$ cat config.mk
export PLATFORM = sky130hd
export DESIGN_NAME = alu_adder
export DESIGN_NICKNAME = d
export VERILOG_FILES = /design/src/rtl/alu_pkg.sv /design/src/rtl/add64.sv /design/src/rtl/alu_adder.sv
export SDC_FILE = /design/constraint.sdc
export NUM_CORES = 1
export LEC_CHECK = 0
export BUFFER_PORTS_ARGS = -buffer_cell sky130_fd_sc_hd__buf_2
export CAP_MARGIN = 30
export CORE_UTILIZATION = 45
export DETAILED_ROUTE_END_ITERATION = 7
export HOLD_SLACK_MARGIN = 0.06
export PLACE_DENSITY = 0.65
export SYNTH_ARGS = -nofsm -noshare
export SYNTH_HDL_FRONTEND = slang
export SYNTH_SLANG_ARGS = --single-unit
$ cat constraint.sdc
create_clock -name clk -period 0.81 [get_ports clk]
set_input_delay 0.2025 -clock clk [delete_from_list [all_inputs] [get_ports clk]]
set_output_delay 0.2025 -clock clk [all_outputs]
set_load 0.01 [all_outputs]
$ cat src/rtl/alu_pkg.sv
// Shared types and widths for the execute-stage ALU and adder.
package alu_pkg;

  localparam int unsigned WIDTH   = 64;
  localparam int unsigned SHAMT_W = 6;

  typedef enum logic [2:0] {
    ALU_ADD = 3'b000,
    ALU_SUB = 3'b001,
    ALU_AND = 3'b010,
    ALU_OR  = 3'b011,
    ALU_XOR = 3'b100,
    ALU_SLL = 3'b101,
    ALU_SRL = 3'b110,
    ALU_SLT = 3'b111
  } alu_op_e;

endpackage

$ cat src/rtl/add64.sv
// Combinational WIDTH-bit adder with carry-in; the sum wraps modulo 2^WIDTH.
module add64 #(
  parameter int unsigned WIDTH = 64
) (
  input  logic [WIDTH-1:0] x,
  input  logic [WIDTH-1:0] y,
  input  logic             cin,
  output logic [WIDTH-1:0] sum
);

  assign sum = x + y + {{(WIDTH-1){1'b0}}, cin};

endmodule

$ cat src/rtl/alu_adder.sv
// Execute-stage ALU plus an independent PC/branch adder, both registered
// with a clock enable for stalls.
module alu_adder
  import alu_pkg::*;
#(
  parameter int unsigned WIDTH = alu_pkg::WIDTH,
  parameter int unsigned SEL_W = 3
) (
  input  logic             clk,
  input  logic             rst,
  input  logic             en,
  input  logic [WIDTH-1:0] a,
  input  logic [WIDTH-1:0] b,
  input  logic [SEL_W-1:0] alu_sel,
  input  logic [WIDTH-1:0] add_a,
  input  logic [WIDTH-1:0] add_b,
  output logic [WIDTH-1:0] alu_out,
  output logic             zero,
  output logic [WIDTH-1:0] add_out
);

  alu_op_e          op;
  logic [WIDTH-1:0] arith_b;
  logic             arith_cin;
  logic [WIDTH-1:0] arith_sum;
  logic [WIDTH-1:0] pc_sum;
  logic [WIDTH-1:0] alu_d;
  logic [SHAMT_W-1:0] shamt;
  logic [WIDTH-1:0] alu_q;
  logic             zero_q;
  logic [WIDTH-1:0] add_q;

  assign op    = alu_op_e'(alu_sel);
  assign shamt = b[SHAMT_W-1:0];

  // SUB reuses the adder as a + ~b + 1.
  assign arith_b   = (op == ALU_SUB) ? ~b : b;
  assign arith_cin = (op == ALU_SUB);

  add64 #(
    .WIDTH(WIDTH)
  ) u_alu_add (
    .x  (a),
    .y  (arith_b),
    .cin(arith_cin),
    .sum(arith_sum)
  );

  add64 #(
    .WIDTH(WIDTH)
  ) u_pc_add (
    .x  (add_a),
    .y  (add_b),
    .cin(1'b0),
    .sum(pc_sum)
  );

  always_comb begin
    alu_d = '0;
    unique case (op)
      ALU_ADD,
      ALU_SUB: alu_d = arith_sum;
      ALU_AND: alu_d = a & b;
      ALU_OR:  alu_d = a | b;
      ALU_XOR: alu_d = a ^ b;
      ALU_SLL: alu_d = a << shamt;
      ALU_SRL: alu_d = a >> shamt;
      ALU_SLT: alu_d = {{(WIDTH-1){1'b0}}, ($signed(a) < $signed(b))};
      default: alu_d = '0;
    endcase
  end

  always_ff @(posedge clk or negedge rst) begin
    if (!rst) begin
      alu_q  <= '0;
      zero_q <= 1'b1;
      add_q  <= '0;
    end else if (en) begin
      alu_q  <= alu_d;
      zero_q <= (alu_d == '0);
      add_q  <= pc_sum;
    end
  end

  assign alu_out = alu_q;
  assign zero    = zero_q;
  assign add_out = add_q;

endmodule

==> results.py, run 1 <==
metrics = {
    "global_routing": {
        "grt_usage": 0.779,
        "overflow": 60,
        "grt_max_degree": 86,
    },
    "logic_synthesis": {
        "ys_ff_latch": 129,
        "syn_inst": 3490,
        "yosys.area.top_type_share": 0.147,
        "syn_nets": 4072,
        "ys_async_sr_fraction": 1.00,
        "synth_top_cell_by_area": "ha_1",
        "synth_edf_count": 0,
        "yosysWarnings": 0,
        "synth_area_mm2": 0.0271,
        "netlist_top_cells_count": "ha_1 (318), nand2_1 (310), nor2_1 (310)",
        "synth-seq-area-share": 0.119,
        "ys.flop_type": "dfrtp_1",
        "synth_area_leaders": "ha_1 (15%), dfrtp_1 (12%), mux4_2 (7.5%)",
        "yosys.cell_types.count": 100,
        "synth_most_common_cell": "ha_1",
        "synth.avg_cell_area_um2": 7.77,
    },
    "clock_network": {
        "h-tree-depth": 4,
        "cts.sinks": 129,
        "cts_buffer_depth": 2,
        "cts_buffers": 17,
        "cts-root-buf": "clkbuf_16",
    },
    "die": {
        "io_pins": 391,
        "die-height_um": 247,
        "rows": 89,
        "start_util": 0.458,
        "die_w_um": 247,
    },
    "placed_design": {
        "dp_hpwl_mm": 137,
        "gp_congestion": 1.23,
        "place_inst": 5868,
        "portBuffers": 390,
    },
    "run_status": {
        "error": "[ERROR GRT-0232] Routing congestion too high. Check the congestion heatmap in the GUI.",
        "status": "did not finish",
        "stop_stage": "global routing (5_1_grt)",
    },
    "timing": {
        "endpoint_type": "register input",
        "worst_endpoint": "zero$_DFFE_PN1P_/D",
    },
}
-- timing repair --
item	in CTS
setup buffers	77
endpoints found under the setup margin	258
hold buffers	1
gates resized for setup	290
hold endpoints to repair	128
cloned	3
pin swaps	90
-- through the flow --
stage	cell area (um^2)	TNS, ps	worst slack [ps]
2_1_floorplan	28300	-266440	-4050
3_5_place_dp	41200	-311860	-4460
4_1_cts	43800	-285460	-3420
3_3_place_gp	41200	-304010	-4380
-- metal layers --
metal / track usage / GRT overflow
met5: 0.401 / 1
met4: 0.710 / 28
met2: 0.914 / 26
met3: 0.665 / 0
met1: 0.798 / 5
-- cells by family after synthesis --
kind of cell	after synthesis	share of synthesized area
buf+inv	429	0.0658
simple gates	974	0.167
compound gates	1135	0.273
flops	129	0.119
fa+ha+maj	320	0.148
mux	345	0.175
xor+xnor	158	0.0510
==> run 2, diff against run 1 <==
CORE_UTILIZATION = 30   (was 45)
HOLD_SLACK_MARGIN = default   (was 0.06)
PLACE_DENSITY = default   (was 0.65)
PLACE_DENSITY_LB_ADDON = 0.15   (was default)
==> results.py, run 2 <==
metrics = {
    "global_routing": {
        "overflow": 0,
        "antenna_found_initial": 7,
        "met1_usage": 0.501,
        "grt_max_degree": 93,
        "grt_usage": 0.377,
        "busiest_layer": "met2",
        "grtUsageMet3": 0.0859,
        "grtUsageMet2": 0.587,
        "grt_pass1_wl_mm": 251,
        "grt_pass1_vias": 35700,
    },
    "timing": {
        "fin_crit_sh": 5.37,
        "setup_viol": 258,
        "finalWorstSetupSlack_ps": -3540,
        "finalCriticalPeriod_ps": 4350,
        "max_freq_mhz": 230,
        "grt_setup_unrepaired": "yes",
        "final_max_slew_viol_count": 0,
        "hold_viol_final": 0,
        "fin_skew_ps": 0,
        "maxSlewHeadroom": 0.379,
        "max_slew.worst_pin.slew_ps": 926,
    },
    "setup_path": {
        "critical-path-slowest-cell": "or4_4",
        "r2r-start": "add_out[19]",
        "critPathTopFamily": "simple AND/OR/NAND/NOR gates",
        "r2r_slack_ps": 10,
        "crit_required_ps": 1160,
        "reg2reg_depth": 1,
        "slowest_delay_ps": 560,
        "crit_start": "alu_sel[2]",
        "cp-end-kind": "flop",
        "cp_num_buf_inv": 7,
        "rr_endpoint": "add_out[19]",
        "start_kind": "input pin",
        "cp_data_arrival_time_ps": 4690,
        "cp_cell_sequence": "buf_8 -> clkinv_8 -> nand2_8 -> nor2_4 -> buf_12 -> buf_16 -> buf_12 -> buf_8 -> xnor2_2 -> ha_1 -> a21oi_2 -> o21ai_4 -> a221oi_4 -> o21ai_4 -> buf_6 -> a41oi_4 -> nand2_1 -> o2111a_2 -> or4_4 -> nor3_4 -> nand4_1 -> or4_1 -> o41ai_2",
        "path_class": "input pin to flop",
        "cp-endpoint": "zero",
        "cp_max_fo": 7,
        "cp.depth": 23,
    },
    "logic_synthesis": {
        "synth_edf_count": 0,
        "synth_most_common_cell": "ha_1",
        "synth_top_cell_by_area": "ha_1",
        "yosys.area.top_type_share": 0.147,
        "yosys.cell_types.count": 100,
        "netlist_top_cells_count": "ha_1 (318), nand2_1 (310), nor2_1 (310)",
        "syn_inst": 3490,
        "ys_async_sr_fraction": 1.00,
        "synth_area_mm2": 0.0271,
        "yosysWarnings": 0,
        "synth_area_leaders": "ha_1 (15%), dfrtp_1 (12%), mux4_2 (7.5%)",
        "syn_nets": 4072,
        "synth.avg_cell_area_um2": 7.77,
        "ys.flop_type": "dfrtp_1",
        "ys_ff_latch": 129,
        "synth-seq-area-share": 0.119,
    },
    "placed_design": {
        "place_inst": 6292,
        "dp_hpwl_mm": 149,
        "portBuffers": 390,
        "gp_congestion": 1.09,
    },
    "clock_network": {
        "cts_tree": "done",
        "cts_buffer_depth": 2,
        "worstSkewPairLatency_ps": 440,
        "cts_buffers": 17,
        "cts.clk_slew.worst_paths_ps": 70,
        "cts-root-buf": "clkbuf_16",
        "cts.sinks": 129,
        "h-tree-depth": 4,
    },
    "min_path": {
        "hold_depth": 3,
        "hp-class": "input pin to flop",
    },
    "die": {
        "coreArea_mm2": 0.0889,
        "die_area_mm2": 0.0916,
        "io_pins": 391,
        "die-height_um": 303,
        "rows": 109,
        "start_util": 0.305,
        "die_w_um": 303,
    },
    "pwr": {
        "power.total_mw": 59.2,
        "ir_drop_mv": 1.27,
        "power.density_mw_per_mm2": 1260,
        "p_leak_nw": 22.4,
    },
    "routing": {
        "vias": 36600,
        "wl_mm": 179,
        "drtIter0Drc": 3600,
        "dr.pass1.iters": 5,
        "antenna_left": 0,
        "post-route-drc-count": 0,
        "routedWlPerCell_um": 27.7,
        "via_per_inst": 5.67,
    },
    "final_layout": {
        "final_nets": 5862,
        "area_growth_pct": 74.1,
        "mostFrequentLayoutCell": "buf_4",
        "final_cell_mix": "buf_4 (1475), buf_2 (372), nand2_1 (286), ha_1 (285), nor2_1 (281)",
        "finalNonFillerCells": 6460,
        "post-route-util": 0.531,
        "drive_gt1_frac": 0.524,
    },
    "flow_run": {
        "drv_cap": 0,
    },
    "run_status": {
        "violations": "setup timing",
        "status": "finished with violations",
    },
}
## run 2: cell counts after synthesis
Identical to the previous run, type by type.
## run 2: power breakdown
group | internal, mW | switching [mW]
registers | 7.79 | 0.781
logic | 20.1 | 22.1
clock network | 5.05 | 3.46
total | 32.9 | 26.3
## run 2: area by class of cell
cell class | instances | area (um^2)
flip-flops and latches | 129 | 3230
fillers | 8658 | 41700
clock buffers | 18 | 439
diodes | 2 | 5.00
inverters | 187 | 749
well taps | 1165 | 1460
clock inverters | 14 | 193
repair buffers | 2013 | 15300
multi-input cells | 2932 | 25800
## run 2: kinds of logic (layout without fill, tap and decap cells)
logic type	Yosys count	in the layout	synth area share
AO/OA/AOI/OAI	1135	1135	0.273
XOR/XNOR	158	158	0.0510
adder cells (fa/ha/maj)	320	320	0.148
buffers and inverters	429	2232	0.0658
flip-flops	129	129	0.119
multiplexers	345	345	0.175
other	0	2	0
AND/OR/NAND/NOR	974	974	0.167
## run 2: metrics by stage
stage          worst slack, ps  area, um^2  TNS (ps)  hold WS, ps
4_1_cts                  -3520       44800   -291330          102
6_report                 -3540       47200   -286140         91.3
2_1_floorplan            -4050       28300   -266440        -93.1
3_5_place_dp             -4630       41800   -321820         64.8
5_1_grt                  -3660       47200   -303370         91.3
3_3_place_gp             -4640       41800   -321330         67.8
## run 2: routing by layer
metal	vias up	routed length [um]
li1	16600	-
met1	17900	75400
met2	1757	78400
met3	358	16900
met4	8	8150
met5	-	91
## run 2: what timing repair did
item / 4_1_cts / 5_1_grt
setup endpoints to repair: 258 / 258
pin swaps: 115 / 193
resized for setup: 341 / 383
hold buffers: 1 / 0
cloned: 4 / 2
hold endpoints to repair: 128 / 0
setup buffers: 78 / 79
## run 2: worst min path at each step
stage | to | start | slack, ps
after floorplan | add_out[0] | rst | -90
after global routing | add_out[0] | add_b[0] | 90
after global placement | add_out[43] | rst | 70
after detailed placement | add_out[43] | rst | 60
after CTS | add_out[0] | add_b[0] | 100
final | add_out[0] | add_b[0] | 90
Note: power is estimated with default switching activity, not from simulation.
